==> config.mk <==
export PLATFORM = sky130hd
export DESIGN_NAME = led_pattern_gen
export DESIGN_NICKNAME = d
export VERILOG_FILES = /design/src/rtl/led_pattern_gen.sv
export SDC_FILE = /design/constraint.sdc
export NUM_CORES = 1
export LEC_CHECK = 0
export ABC_CLOCK_PERIOD_IN_PS = 2500
export CORE_ASPECT_RATIO = 1.25
export CORE_UTILIZATION = 57
export DETAILED_ROUTE_END_ITERATION = 8
export HOLD_SLACK_MARGIN = 0.12
export PLACE_DENSITY = 0.89
export SLEW_MARGIN = 20
export SYNTH_ARGS = -nofsm -noshare
export SYNTH_HDL_FRONTEND = slang
export SYNTH_SLANG_ARGS = --single-unit
==> constraint.sdc <==
create_clock -name clk -period 2.5 [get_ports clk]
set_input_delay 0.5 -clock clk [delete_from_list [all_inputs] [get_ports clk]]
set_output_delay 0.5 -clock clk [all_outputs]
set_load 0.01 [all_outputs]
==> src/rtl/led_pattern_gen.sv <==
// LED bank pattern generator: TOGGLE / BOUNCE / COUNT / DIM modes with a programmable step rate.
// Outputs are registered; a mode change reseeds the pattern on the edge that samples it.
module led_pattern_gen #(
  parameter int          CLK_FREQ    = 25_000_000,
  parameter int          STEP_DIV    = 2,
  parameter int          N_LEDS      = 8,
  parameter logic [31:0] TOGGLE_MASK = 32'h5555_5555,
  parameter int          PWM_BITS    = 4
) (
  input  logic                clk,
  input  logic                rst_n,
  input  logic [1:0]          mode,
  input  logic                pause,
  input  logic [PWM_BITS-1:0] duty,
  output logic [N_LEDS-1:0]   leds,
  output logic                step_pulse
);

  localparam int STEP_CYCLES = CLK_FREQ / STEP_DIV;
  localparam int CNT_W       = (STEP_CYCLES > 2) ? $clog2(STEP_CYCLES) : 1;
  localparam logic [CNT_W-1:0]  CNT_MAX = CNT_W'(STEP_CYCLES - 1);
  localparam logic [N_LEDS-1:0] MASK    = TOGGLE_MASK[N_LEDS-1:0];
  localparam logic [N_LEDS-1:0] ONES    = '1;
  localparam logic [N_LEDS-1:0] SEED1   = N_LEDS'(1);

  typedef enum logic {DIR_LEFT, DIR_RIGHT} dir_e;
  typedef enum logic [1:0] {MODE_TOGGLE, MODE_BOUNCE, MODE_COUNT, MODE_DIM} mode_e;

  logic [CNT_W-1:0]    cnt_q, cnt_d;
  logic [PWM_BITS-1:0] pwm_cnt_q, pwm_cnt_d;
  mode_e               mode_q, mode_d;
  dir_e                dir_q, dir_d;
  logic [N_LEDS-1:0]   pat_q, pat_d;
  logic [N_LEDS-1:0]   leds_q, leds_d;
  logic                step_pulse_q, step_pulse_d;
  logic [N_LEDS-1:0]   shifted;

  always_comb begin
    cnt_d        = cnt_q;
    pwm_cnt_d    = pwm_cnt_q + PWM_BITS'(1);
    mode_d       = mode_q;
    dir_d        = dir_q;
    pat_d        = pat_q;
    step_pulse_d = 1'b0;
    shifted      = (dir_q == DIR_LEFT) ? (pat_q << 1) : (pat_q >> 1);

    // Mode change outranks both pause and a coincident terminal count.
    if (mode != mode_q) begin
      mode_d = mode_e'(mode);
      cnt_d  = '0;
      dir_d  = DIR_LEFT;
      case (mode_e'(mode))
        MODE_COUNT: pat_d = '0;
        MODE_DIM:   pat_d = ONES;
        default:    pat_d = SEED1;
      endcase
    end else if (!pause) begin
      if (cnt_q == CNT_MAX) begin
        cnt_d        = '0;
        step_pulse_d = 1'b1;
        case (mode_q)
          MODE_TOGGLE: pat_d = pat_q ^ MASK;
          MODE_BOUNCE: begin
            pat_d = shifted;
            if (dir_q == DIR_LEFT && shifted[N_LEDS-1]) dir_d = DIR_RIGHT;
            if (dir_q == DIR_RIGHT && shifted[0])       dir_d = DIR_LEFT;
          end
          MODE_COUNT:  pat_d = pat_q + N_LEDS'(1);
          default:     pat_d = ONES;
        endcase
      end else begin
        cnt_d = cnt_q + CNT_W'(1);
      end
    end

    // DIM compares the current pwm count, so leds trails pwm_cnt by one cycle.
    if (mode_d == MODE_DIM) leds_d = (pwm_cnt_q < duty) ? ONES : '0;
    else                    leds_d = pat_d;
  end

  always_ff @(posedge clk) begin
    if (!rst_n) begin
      cnt_q        <= '0;
      pwm_cnt_q    <= '0;
      mode_q       <= MODE_TOGGLE;
      dir_q        <= DIR_LEFT;
      pat_q        <= SEED1;
      leds_q       <= SEED1;
      step_pulse_q <= 1'b0;
    end else begin
      cnt_q        <= cnt_d;
      pwm_cnt_q    <= pwm_cnt_d;
      mode_q       <= mode_d;
      dir_q        <= dir_d;
      pat_q        <= pat_d;
      leds_q       <= leds_d;
      step_pulse_q <= step_pulse_d;
    end
  end

  assign leds       = leds_q;
  assign step_pulse = step_pulse_q;

endmodule
# Word-level counts from Yosys, hierarchy flattened
# Cells that the tools add are included.
[word_totals]
output_inout_bits = 9
in_bits = 9
ff_bits = 48
word_cells = 42
[classes]
bitwise_logic = 4
n_eq_ne = 7
n_lt_le_gt_ge = 1
reduce_logical = 7
mux = 13
addsub = 3
[ops]
columns = ["operator", "n"]
rows = [
  ["$mux 8", 6],
  ["$add 24x1->24 const B", 1],
  ["$eq 24x24->1 const B", 1],
  ["$mux 24", 1],
  ["$pmux 8 s3", 1],
  ["$pmux 8 s2", 1],
  ["$add 8x1->8 const B", 1],
  ["$eq 2x2->1 const B", 4],
  ["$add 4x1->4 const B", 1],
  ["$lt 4x4->1", 1],
  ["$not 4->4", 1],
  ["$reduce_and 4->1", 1],
  ["$mux 1", 3],
  ["$not 1->1", 3],
  ["$reduce_or 3->1", 1],
  ["$eq 2x1->1 const B", 1],
  ["$logic_and 1x1->1", 2],
  ["$logic_not 2->1", 1],
  ["$mux 2", 1],
  ["$ne 2x2->1", 1],
  ["$reduce_bool 2->1", 1],
  ["$reduce_or 2->1", 1],
]

# Logic depth before layout (Yosys ltp)
# Gate-level depths: netlist of run 1.
[logic_depth]
word_depth = 6
depth_mapped = 8
mapped_depth_nobuf = 7

# Worst setup path before layout of run 1
# Ideal clock, no wire load.
[synth_path]
kind = "register -> register"
start = "reg cnt_q[15]"
end = "reg pat_q[0]"
t_arrival_ns = 1.896
n_path_buf = 0
slack_ns = 0.463
required_time_ns = 2.359
stages_incl_launch_ff = 7
setup_time_ns = 0.141
synth_period_minus_slack_ns = 2.037
path_cell_list = "dfxtp_1 -> nand4b_1 -> or4_4 -> nor2_4 -> mux2_2 -> o32ai_1 -> a221oi_1"
[synth_between]
elab_chain_len = 4
[synth_lines]
columns = ["item", "line_no", "text"]
rows = [
  ["start, declared", "29", "logic [CNT_W-1:0] cnt_q, cnt_d;"],
  ["start signal, assigned", "91", "cnt_q <= cnt_d;"],
  ["$eq 24x24->1", "58", "if (cnt_q == CNT_MAX) begin"],
  ["$mux 8", "58", ""],
  ["$mux 8", "57", "end else if (!pause) begin"],
  ["$mux 8", "48", "if (mode != mode_q) begin"],
  ["end signal, assigned", "95", "pat_q <= pat_d;"],
  ["end, declared", "33", "logic [N_LEDS-1:0] pat_q, pat_d;"],
]
# No other way between the ends.
# A chain may end at the register's enable or synchronous reset.

# Worst setup path after layout of run 1
[layout_path]
start = "reg cnt_q[16]"
end = "reg pat_q[7]"
# Same word-level chain as after synthesis.

==> run metrics, run 1 <==
Worst-Margin Slew 445 ps; CTS tree yes; RSZ-0062 raised after global routing false; fraction of registers with async set/reset 0%; Synth Register Bits 48; f_max approximately 0.45 GHz; Hold WC Path Type flip-flop to flip-flop; Final Power 1.55 mW; Bufs on Longest Clock Path 2; Core Region 4390 um2; Die Ht approximately 77 um; via count of the first global-routing pass 2,291; Placed Area 2900 um2; clk_lat worst skew around 310 ps; Detailed Routing Iterations Pass 1 6; sequential area share after synthesis 37.0%; # nets final 358; Post-CTS Setup Inserts 0; Max Cap Viol 0; design area 3010 um2; WP data arrival 2420 ps; drt wl/cell 15.1 um; kind of critical path flip-flop to flip-flop; power density over the cells ~510 nW/um2; std cell rows 27; Clock Pin Slew Worst Setup and Hold Paths 80 ps; Slew Viols, Final 0; final worst-path cycle share between 80% and 90%; initial DRC count 155; DRC Markers 0; Initial Util approximately 59%; crit path capture type flip-flop; most frequent cells in the layout dfxtp_1 (48), nor2_1 (42), nand2_1 (22); # setup viols final 0; share of layout cells above drive strength 1 a little under a tenth; commonest non-fill, non-tap cell in the layout dfxtp_1; relative slew slack 70.2%; Routed WL 6070 um; CP peak stage delay 570 ps; grt total ovfl 0; Post-synth EDFFs 0; antenna violations before repair 0; Global Route Usage Sum ~27%; Layout fillers 360; Critical Path Start Type flip-flop; GPL Wtd Cong 0.927; status finished, final reports clean; first-pass GRT wire length between 10,000 and 15,000 um; Sum Neg Setup Slack 0 ps; DR vias/cell slightly above 6; worst path cell trace nand4bb_1 -> or4_4 -> or2_1 -> o21ai_4 -> nand3b_1 -> a211o_1; slowest CP cell or4_4; Mapped Cells 320; minimum clock period 2230 ps; count of input and output buffers 17; r2r setup slk ~270 ps; Syn Nets 335; post-layout util 68.5%; clk sinks 48; DIE WIDTH 62.4 um; total number of vias 2,453; Boundary Pins 18; P_leak 1.08 nW; Peak supply drop ~0.33 mV; n_diodes 0; total of warnings raised by yosys 0; die area approximately 4800 um2; total CTS buffers 5; Hold Violations, Final 0; Post-Syn Area roughly 2600 um2; area delta synth->final 15.8%; Detail Route Antenna Nets 0; htree depth 2; post-synthesis average cell area 8.12 um2; Post-DP HPWL 4420 um; post-synth cell types 53; CP Max Fanout 8; CTS root buffer clkbuf_8; CTS resizes 0; ys flop type dfxtp_1; post-cts hold buffer count 0; Final Skew 9.90 ps; largest net degree at the start of global routing 25; worst endpoint required time 2700 ps
worst paths after layout:
path | from | endpoint | depth (start not counted)
hold reg to reg | pwm_cnt_q[0]$_SDFF_PN0_ | pwm_cnt_q[0]$_SDFF_PN0_ | 1
setup reg to reg | cnt_q[16]$_SDFFE_PP0N_ | pat_q[7]$_SDFF_PN0_ | 6
setup / recovery | cnt_q[16]$_SDFFE_PP0N_ | pat_q[7]$_SDFF_PN0_ | 6
hold / removal | pwm_cnt_q[0]$_SDFF_PN0_ | pwm_cnt_q[0]$_SDFF_PN0_ | 1
power breakdown:
group / total (mW) / switching, mW / internal (mW) / leakage [nW]
clock: 0.549 / 0.252 / 0.297 / 0.0552
sequential: 0.814 / 0.0278 / 0.786 / 0.390
combinational: 0.185 / 0.0974 / 0.0874 / 0.631
critical path: cells and delay by family, from the launching register on:
family | cells | cell delay, ps
simple gates | 4 | 1280
compound gates | 2 | 470
flops | 1 | 370
per-layer routing:
| metal | vias up | wire length [um] | GRT usage, % |
|---|---|---|---|
| li1 | 1181 | - | - |
| met1 | 1143 | 2340 | 28.8 |
| met2 | 103 | 3210 | 50.1 |
| met3 | 26 | 303 | 4.71 |
| met4 | 0 | 216 | 14.0 |
| met5 | - | 0 | 0 |
metrics by stage:
stage | instances | hold slack (ps) | worst slack, ps
global placement | 394 | 447 | 143
finish | 402 | 476 | 272
detailed placement | 394 | 465 | 25.9
floorplan | 320 | 432 | 463
global route | 402 | 532 | 152
CTS | 402 | 478 | 284
cell usage after synthesis, types with 5 or more instances:
cell / number / area (um2)
nand3_1: 16 / 80.1
and2_1: 7 / 43.8
clkbuf_1: 12 / 45.0
nand4_1: 7 / 43.8
mux2i_1: 6 / 60.1
nand2_1: 22 / 82.6
o21ai_0: 14 / 70.1
xor2_1: 14 / 123
a31oi_1: 6 / 37.5
nor3_1: 10 / 50.1
xnor2_1: 12 / 105
o22ai_1: 5 / 31.3
or3_1: 6 / 37.5
ha_1: 6 / 75.1
a21oi_1: 12 / 60.1
nor2_1: 42 / 158
inv_1: 11 / 41.3
and3_1: 6 / 37.5
dfxtp_1: 48 / 961
cells by family (layout without fill, tap and decap cells):
| logic type | count (synthesis) | count (layout) | synth area share, % |
|---|---|---|---|
| AO/OA/AOI/OAI | 65 | 65 | 16.6 |
| XOR/XNOR | 26 | 26 | 8.76 |
| adder cells (fa/ha/maj) | 6 | 6 | 2.89 |
| buffers and inverters | 29 | 53 | 4.62 |
| flip-flops | 48 | 48 | 37.0 |
| multiplexers | 8 | 8 | 3.18 |
| AND/OR/NAND/NOR | 138 | 138 | 27.0 |
cell type report:
class / count / area [um2] / share of cell area [%]
Multi-Input combinational cell: 243 / 1520 / 50.4
Sequential cell: 48 / 961 / 31.9
Inverter: 11 / 41.3 / 1.37
Tap cell: 58 / 72.6 / 2.41
Clock inverter: 2 / 35.0 / 1.16
Clock buffer: 6 / 72.6 / 2.41
Timing Repair Buffer: 34 / 310 / 10.3
state kept, by name, indices dropped and copies added (netlist names):
register and cells:
pat_q 8, step_pulse 1, dir_q 1, leds 8
cnt_q 24, mode_q 2, pwm_cnt_q 4
(Power assumes the default switching activity.)
==> run 2, diff against run 1 <==
--- a/config.mk
+++ b/config.mk
@@ -6,11 +6,10 @@
 export NUM_CORES = 1
 export LEC_CHECK = 0
 export ABC_CLOCK_PERIOD_IN_PS = 2500
-export CORE_ASPECT_RATIO = 1.25
 export CORE_UTILIZATION = 57
 export DETAILED_ROUTE_END_ITERATION = 8
 export HOLD_SLACK_MARGIN = 0.12
-export PLACE_DENSITY = 0.89
+export PLACE_DENSITY = 0.78
 export SLEW_MARGIN = 20
 export SYNTH_ARGS = -nofsm -noshare
 export SYNTH_HDL_FRONTEND = slang
==> run 2 against run 1 <==
  * Core utilization shrank 0.47 points
  * Clock skew is 5.9 ps lower
  * Combinational power is essentially flat
  * Sequential power hardly changed
  * Cell count is 2.5% lower
  * Non-clock buffer count shrank 3
  * Power fell by 5.1%
  * Flip-flop and latch count is the same
  * Via count fell by 4.1%
  * Global-route usage is 0.80 points lower
  * Critical path type unchanged
  * Critical endpoint unchanged
==> run metrics, run 2 (same netlist as run 1, synthesis figures left out) <==
status finished, final reports clean (unchanged); total CTS buffers 5 (unchanged); max FFs per register 24 (unchanged); Peak supply drop 0.391 mV (was 0.328 mV); final worst-path cycle share 89.8% (was 89.1%); CTS root buffer clkbuf_8 (unchanged); DRC Markers 0 (unchanged); post-cts hold buffer count 0 (unchanged); reg-to-reg startpoint cnt_q[16]$_SDFFE_PP0N_ (unchanged); Hold Path Stages 1 (unchanged); Critical Path Start Type flip-flop (unchanged); first-pass GRT wire length 10,200 um (was 10,400 um); Clock Pin Slew Worst Setup and Hold Paths 80 ps (about the same); # setup viols final 0 (unchanged); drt wl/cell 15.0 um (was 15.1 um); Hold EP pwm_cnt_q[0]$_SDFF_PN0_ (unchanged); Hold WC Path Type flip-flop to flip-flop (unchanged); CTS tree yes (unchanged); relative slew slack 61.0% (was 70.2%); WP data arrival 2440 ps (was 2420 ps); n_diodes 0 (unchanged); met2 wire len 2560 um (was 3210 um); Boundary Pins 18 (unchanged); Sum Neg Setup Slack 0 ps (unchanged); Hold Violations, Final 0 (unchanged); Most flops, register cnt_q (unchanged); Top Layer Used met4 (unchanged); Layout fillers 368 (was 360); Die Ht 69.5 um (was 77.5 um); Hold Crit Start pwm_cnt_q[0]$_SDFF_PN0_ (unchanged); antenna violations before repair 0 (unchanged); RSZ-0062 raised after global routing false (unchanged); power density over the cells 496 nW/um2 (was 514 nW/um2); Worst Reg-to-Reg Cells 6 (unchanged); GPL Wtd Cong 0.920 (was 0.927); via count of the first global-routing pass 2,130 (was 2,291); Slew Viols, Final 0 (unchanged); minimum clock period 2240 ps (was 2230 ps); clk sinks 48 (unchanged); DR vias/cell 6.00 (was 6.10); DIE WIDTH 69.5 um (was 62.4 um); count of input and output buffers 17 (unchanged); CTS resizes 0 (unchanged); Post-CTS Setup Inserts 0 (unchanged); most frequent cells in the layout dfxtp_1 (48), nor2_1 (42), nand2_1 (22) (unchanged); largest net degree at the start of global routing 25 (unchanged); placed instance count 385 (was 394); wire length on met1 2790 um (was 2340 um); Final Skew 3.97 ps (was 9.90 ps); kind of critical path flip-flop to flip-flop (unchanged); Worst-Margin Slew 585 ps (was 445 ps); Max Cap Viol 0 (unchanged); Bufs on Longest Clock Path 2 (unchanged); worst endpoint required time 2700 ps (about the same); Post-DP HPWL 4250 um (was 4420 um); grt total ovfl 0 (unchanged); P_leak 1.06 nW (was 1.08 nW); htree depth 2 (unchanged); crit path capture type flip-flop (unchanged); WL met3 441 um (was 303 um); total number of vias 2,352 (was 2,453); Routed WL 5870 um (was 6070 um); Core Region 4350 um2 (was 4390 um2); share of layout cells above drive strength 1 8.53% (was 9.30%); r2r setup slk 260 ps (was 270 ps); f_max 0.446 GHz (was 0.449 GHz); Detailed Routing Iterations Pass 1 6 (unchanged); Global Route Usage Sum 26.2% (was 26.9%); RR Endpoint pat_q[7]$_SDFF_PN0_ (unchanged); non-filler instance count after layout 392 (was 402); clk_lat worst skew 310 ps (about the same); commonest non-fill, non-tap cell in the layout dfxtp_1 (unchanged); Initial Util 59.7% (was 59.2%); # nets final 355 (was 358); CP Max Fanout 9 (was 8); Detail Route Antenna Nets 0 (unchanged); initial DRC count 370 (was 155); die area 4830 um2 (about the same); area delta synth->final 14.1% (was 15.8%); std cell rows 24 (was 27)
[run 2: changes by cell type in the layout (fill, tap and decap cells not counted)]
| cell | delta |
|---|---|
| clkbuf_1 | -1 |
| bufinv_16 | -1 |
| clkinv_2 | -1 |
| clkinv_4 | +1 |
| clkbuf_8 | +1 |
| buf_4 | -3 |
[run 2: cell type report]
cell class / count / area (um2) / area share, %
inverters: 11 / 41.3 / 1.39
multi-input cells: 243 / 1520 / 51.2
repair buffers: 31 / 288 / 9.71
clock buffers: 6 / 82.6 / 2.79
clock inverters: 1 / 8.76 / 0.295
well taps: 52 / 65.1 / 2.20
flip-flops and latches: 48 / 961 / 32.4
[run 2: power breakdown]
part	internal, mW	switching, mW	total (mW)
logic	0.0846	0.0976	0.182
registers	0.786	0.0266	0.813
clock network	0.221	0.253	0.474
[run 2: through the flow]
step                cell area [um2]  hold slack, ps  setup slack, ps  util (%)  power (mW)
finish                         2960             470              256      68.1        1.47
detailed placement             2870             459             32.5      66.0        1.01
CTS                            2960             479              273      68.1        1.48
floorplan                      2600             432              463         -       0.941
global route                   2960             508              160      68.1        1.53
global placement               2870             453              110      66.0        1.01
[run 2: worst max-delay path: stages (launching register included)]
cell and delay, ps:
dfxtp_1 360, nand4bb_1 210, or4_4 570, or2_1 410, o21ai_4 230, nand3b_1 100
a211o_1 260
[run 2: metal layers]
metal | vias to the layer above | GRT usage (%)
met5 | - | 0
met4 | 0 | 8.62
met3 | 11 | 5.38
met2 | 98 | 38.6
met1 | 1073 | 38.0
li1 | 1170 | -
[run 2: worst max-delay path by stage]
stage                                 from                     end  slack [ps]  depth (start not counted)
floorplan           cnt_q[15]$_SDFFE_PP0N_     pat_q[0]$_SDFF_PN1_         460                          6
global placement                     pause  cnt_q[23]$_SDFFE_PP0N_         110                          7
detailed placement                   pause  cnt_q[21]$_SDFFE_PP0N_          30                          6
CTS                 cnt_q[16]$_SDFFE_PP0N_     pat_q[7]$_SDFF_PN0_         270                          6
global route         cnt_q[3]$_SDFFE_PP0N_     pat_q[0]$_SDFF_PN1_         160                          6
finish              cnt_q[16]$_SDFFE_PP0N_     pat_q[7]$_SDFF_PN0_         260                          6
==> run 3, diff against run 2 <==
--- a/config.mk
+++ b/config.mk
@@ -10,6 +10,7 @@
 export DETAILED_ROUTE_END_ITERATION = 8
 export HOLD_SLACK_MARGIN = 0.12
 export PLACE_DENSITY = 0.78
+export SETUP_SLACK_MARGIN = 0.05
 export SLEW_MARGIN = 20
 export SYNTH_ARGS = -nofsm -noshare
 export SYNTH_HDL_FRONTEND = slang
==> results of run 3 <==
The final DEF is identical to that of run 2; final timing and power are the same.
==> edit 1: new RTL, flow settings as in run 3 <==
One comparison of `cnt_q` changes from == to >=.
--- a/src/rtl/led_pattern_gen.sv
+++ b/src/rtl/led_pattern_gen.sv
@@ -55,7 +55,7 @@
         default:    pat_d = SEED1;
       endcase
     end else if (!pause) begin
-      if (cnt_q == CNT_MAX) begin
+      if (cnt_q >= CNT_MAX) begin
         cnt_d        = '0;
         step_pulse_d = 1'b1;
         case (mode_q)
Check against the original RTL: no difference found for any inputs over 10 cycles, from zero or initial values and one cycle with rst_n low; that may be too few to reach the edited logic, so the function may still have changed.
==> edit 1 against run 3 <==
- power decreased by 5.4%
- utilization shrank 0.61 points
- sequential cell count stayed put
- wire length fell by 19%
- clock skew increased by 5.0 ps
- count of clock-buffer cells in the layout fell by 1
- critical endpoint is now leds[3]
- final area fell by 7.6%
- first-iteration DRC count down 73%
- combinational power shrank 26%
- area after synthesis is 6.3% lower
- setup slack got worse by 52 ps
==> edit 1: results (changes against run 3) <==
* Place WS at -179 ps (was 32.5 ps)
* Worst Path Max Fanout at 10 (was 9)
* Critical path's top delay family: buffers and inverters (was simple AND/OR/NAND/NOR gates)
* Dominant cells by area after synthesis: dfxtp_1 39%, nor2_1 5.5%, xor2_1 5.0% (was dfxtp_1 37%, nor2_1 6.1%, xor2_1 4.7%)
* Wl on met1 at 2230 um (was 2790 um)
* GR Util met2 at 39.5% (was 38.6%)
* Clk slew on worst S/H paths at 90 ps
* DP Area at 2660 sq um (was 2870 sq um)
* Via density at 5.73 (was 6.00)
* Drt wl/cell at 13.7 um (was 15.0 um)
* Clock group at 0.441 mW (was 0.474 mW)
* WL met2 at 2320 um (was 2560 um)
* Met3 Usage GRT at 5.24% (was 5.38%)
* Setup bufs post-CTS at 0 (unchanged)
* Share of cells above drive strength 1 at 9.12% (was 8.53%)
* Number of antenna repair diodes at 0 (unchanged)
* Worst vdd ir at 327 uV (was 391 uV)
* Clock skew at 9.01 ps (was 3.97 ps)
* Unique cell type count in the Yosys netlist at 47 (was 53)
* Initial DRT Pass Iterations at 4 (was 6)
* Main synth FF type: dfxtp_1 (unchanged)
* Synth Area in XOR/XNOR at 9.71% (was 8.76%)
* Max stage delay on crit path at 490 ps (was 570 ps)
* Vias in the first global route at 1801 (was 2130)
* Clock root cell: clkbuf_8 (unchanged)
* Leakage at 0.959 nW (was 1.06 nW)
* Proportion of synthesized area in mux cells at 5.03% (was 3.18%)
* Most flops, register: cnt_q (unchanged)
* Worst rel slew slack at 54.8% (was 61.0%)
* NetSw at 0.341 mW (was 0.378 mW)
* PortBufs at 17 (unchanged)
* Met3 WL at 119 um (was 441 um)
* Tightest Hold Check Type: reg -> reg (unchanged)
* # resized after CTS at 0 (unchanged)
* Outcome: finished clean (unchanged)
* WP data arrival at 2480 ps (was 2440 ps)
* Initial DRC count at 101 (was 370)
* Sequential fraction of the synthesis area at 39.4% (was 37.0%)
* Routed vias at 1982 (was 2352)
* Layout Nets at 311 (was 355)
* Syn Area/Cell at 8.79 sq um (was 8.12 sq um)
* P_int at 1.05 mW (was 1.09 mW)
* Placed cell count at 339 (was 385)
* CTS buffer count at 5 (unchanged)
* Synth cell count leaders: 48 x dfxtp_1, 36 x nor2_1, 23 x o21ai_0 (was 48 x dfxtp_1, 42 x nor2_1, 22 x nand2_1)
* Mapped Nets at 292 (was 335)
* GR Util met1 at 27.4% (was 38.0%)
* Initial antenna violation count at 0 (unchanged)
* Total track usage at 23.0% (was 26.2%)
* Final instance area at 2740 sq um (was 2960 sq um)
* Post-Synth Adder-Cell Area at 3.08% (was 2.89%)
* First-pass GRT wire length at 7810 um (was 10200 um)
* Comb power at 0.135 mW (was 0.182 mW)
* Ys Warns at 0 (unchanged)
* Cell at the slowest stage of the critical path: or4b_4 (was or4_4)
* Largest net degree at the start of global routing at 25 (unchanged)
* Clk_lat worst skew at 310 ps (about the same)
* HPWL after DPL at 3320 um (was 4250 um)
* GP Congestion at 0.808 (was 0.920)
* Compound-Gate Fraction of Synth Area at 14.8% (was 16.6%)
[edit 1: changes by cell type after synthesis, sizes merged, moves of 4 or more]
cell	delta
nor2	-8
nand3	-7
nor3	-7
o21ai	+7
inv	-5
a21oi	-4
mux2i	+4
[edit 1: worst paths after layout]
path / startpoint / depth (start not counted) / slack (ps) / to
max: pause / 7 / 200 / leds[3]
min: pwm_cnt_q[0] / 1 / 470 / pwm_cnt_q[0]
max reg2reg: cnt_q[0] / 7 / 480 / leds[3]
min reg2reg: pwm_cnt_q[0] / 1 / 470 / pwm_cnt_q[0]
[edit 1: area by class of cell]
| class | count | area, sq um |
|---|---|---|
| Clock buffer | 5 | 68.8 |
| Clock inverter | 2 | 12.5 |
| Fill cell | 340 | 1320 |
| Inverter | 6 | 22.5 |
| Multi-Input combinational cell | 209 | 1360 |
| Sequential cell | 48 | 961 |
| Tap cell | 50 | 62.6 |
| Timing Repair Buffer | 26 | 250 |
==> edit 2: new RTL, settings of run 3 <==
Without the edit above. Change the parameter `STEP_DIV` from 2 to 4.
--- a/src/rtl/led_pattern_gen.sv
+++ b/src/rtl/led_pattern_gen.sv
@@ -2,7 +2,7 @@
 // Outputs are registered; a mode change reseeds the pattern on the edge that samples it.
 module led_pattern_gen #(
   parameter int          CLK_FREQ    = 25_000_000,
-  parameter int          STEP_DIV    = 2,
+  parameter int          STEP_DIV    = 4,
   parameter int          N_LEDS      = 8,
   parameter logic [31:0] TOGGLE_MASK = 32'h5555_5555,
   parameter int          PWM_BITS    = 4
Function: same outputs for any inputs over 10 cycles, from zero or initial values and one cycle with rst_n low; that may be too few to reach the edited logic, so the function may still have changed.
==> edit 2 against run 3 <==
- wire length is 18% lower
- power is 6.4% lower
- final area is 8.7% lower
- setup slack better by 110 ps
- cell count is 13% lower
- area after synthesis is 8.5% lower
- sequential cell count is 1 lower
- utilization is 0.39 points lower
- sequential share of layout area is 2.3 points higher
==> edit 2: results (changes against run 3) <==
* Routed vias at 2015 (was 2352)
* Largest net degree at the start of global routing at 24 (was 25)
* Most flops, register: cnt_q (unchanged)
* Mapped Cells at 271 (was 320)
* # resized after CTS at 0 (unchanged)
* Via density at 5.87 (was 6.00)
* Total track usage at 23.7% (was 26.2%)
* Number of flip-flops under the largest register name at 23 (was 24)
* WP data arrival at 2330 ps (was 2440 ps)
* Initial DRT Pass Iterations at 4 (was 6)
* Vias in the first global route at 1792 (was 2130)
* GP Congestion at 0.914 (was 0.920)
* Layout Nets at 307 (was 355)
* Ys async rst share at 0% (unchanged)
* Share of cells above drive strength 1 at 8.19% (was 8.53%)
* Mapped Nets at 286 (was 335)
* PortBufs at 17 (unchanged)
* Worst rel slew slack at 64.3% (was 61.0%)
* Worst-case clock buffer depth at 2 (unchanged)
* Unique cell type count in the Yosys netlist at 55 (was 53)
* Setup violations, final at 0 (unchanged)
* Clk slew on worst S/H paths at 80 ps (about the same)
* HPWL after DPL at 3410 um (was 4250 um)
* Leakage at 0.936 nW (was 1.06 nW)
* GRT overflow at 0 (unchanged)
* Worst vdd ir at 398 uV (was 391 uV)
* Number of antenna repair diodes at 0 (unchanged)
* Switching Share at 24.7% (was 25.7%)
* Cell at the slowest stage of the critical path: or4_4 (unchanged)
* Place WS at 124 ps (was 32.5 ps)
* Tightest Hold Check Type: reg -> reg (unchanged)
* Synth cell count leaders: 47 x dfxtp_1, 36 x nor2_1, 18 x nand2_1 (was 48 x dfxtp_1, 42 x nor2_1, 22 x nand2_1)
* Ys Warns at 0 (unchanged)
* Placed cell count at 335 (was 385)
* Initial DRC count at 120 (was 370)
* Clk_lat worst skew at 300 ps
* Clock skew at 4.83 ps (was 3.97 ps)
* First-pass GRT wire length at 7910 um (was 10200 um)
* Critical path's top delay family: simple AND/OR/NAND/NOR gates (unchanged)
* Outcome: finished clean (unchanged)
* Final wirelength at 4800 um (was 5870 um)
* Dominant cells by area after synthesis: dfxtp_1 40%, nor2_1 5.7%, xnor2_1 5.5% (was dfxtp_1 37%, nor2_1 6.1%, xor2_1 4.7%)
* Worst Path Max Fanout at 10 (was 9)
* Sequential fraction of the synthesis area at 39.6% (was 37.0%)
* Layout fillers at 334 (was 368)
* Setup bufs post-CTS at 0 (unchanged)
* CTS buffer count at 5 (unchanged)
* Clock root cell: clkbuf_8 (unchanged)
-- edit 2: changes by cell type in the layout (fill, tap and decap cells not counted), moves of 4 or more --
cell / delta
a21oi_1: -7
and2_1: -4
buf_4: -6
nand2_1: -4
nand3_1: -4
nor2_1: -6
o21ai_0: -4
o41ai_1: +4
or3_1: -6
xor2_1: -5
-- edit 2: final cells by class --
| class | count | share of cell area [%] |
|---|---|---|
| Multi-Input combinational cell | 202 | 49.3 |
| Sequential cell | 47 | 34.8 |
| Timing Repair Buffer | 25 | 8.96 |
| Clock buffer | 6 | 2.68 |
| Tap cell | 50 | 2.31 |
| Inverter | 11 | 1.52 |
| Clock inverter | 2 | 0.462 |
-- edit 2: worst reg2reg max path, cell delays in order, from the launching register on --
cell     delay (ps)
dfxtp_1         410
nand3_2         100
or4_4           570
or2_1           410
o211a_1         280
o31a_1          260
-- edit 2: power groups by stage --
| stage | clock network, mW | logic (mW) | registers [mW] |
|---|---|---|---|
| after floorplan | 0 | 0.0858 | 0.803 |
| after CTS | 0.454 | 0.141 | 0.791 |
| final | 0.442 | 0.140 | 0.792 |
| after global placement | 0 | 0.137 | 0.809 |
| after global routing | 0.484 | 0.155 | 0.795 |
| after detailed placement | 0 | 0.140 | 0.809 |
-- edit 2: path summary, 6_finish.rpt --
check / to / cells past startpoint / slack (ps) / start
max reg2reg: pat_q[3] / 5 / 370 / cnt_q[10]
max: pat_q[3] / 5 / 370 / cnt_q[10]
min reg2reg: pwm_cnt_q[0] / 1 / 470 / pwm_cnt_q[0]
min: pwm_cnt_q[0] / 1 / 470 / pwm_cnt_q[0]
-- edit 2: kinds of logic after synthesis --
kind of cell	Yosys count	share of synthesized area, %
and+or+nand+nor	114	25.2
AOI/OAI and AO/OA	51	15.9
DFF	47	39.6
xor gates and xnor gates	24	8.84
buffers and inverters	22	4.26
muxes	7	3.05
adders and majority gates	6	3.16
-- edit 2: metal layers --
layer,share of wire [%],up-vias,GRT usage (%),routed length [um]
met3,4.8,10,6.34,232
met2,46,55,38.4,2220
met5,0,-,0,0
met4,2.3,0,12.2,110
li1,-,1016,-,-
met1,47,934,28.6,2230
-- edit 2: per-stage QoR --
step	instance area, sq um	power [mW]
6_report	2710	1.37
5_1_grt	2710	1.43
4_1_cts	2710	1.39
3_5_place_dp	2620	0.948
3_3_place_gp	2620	0.946
2_1_floorplan	2380	0.888
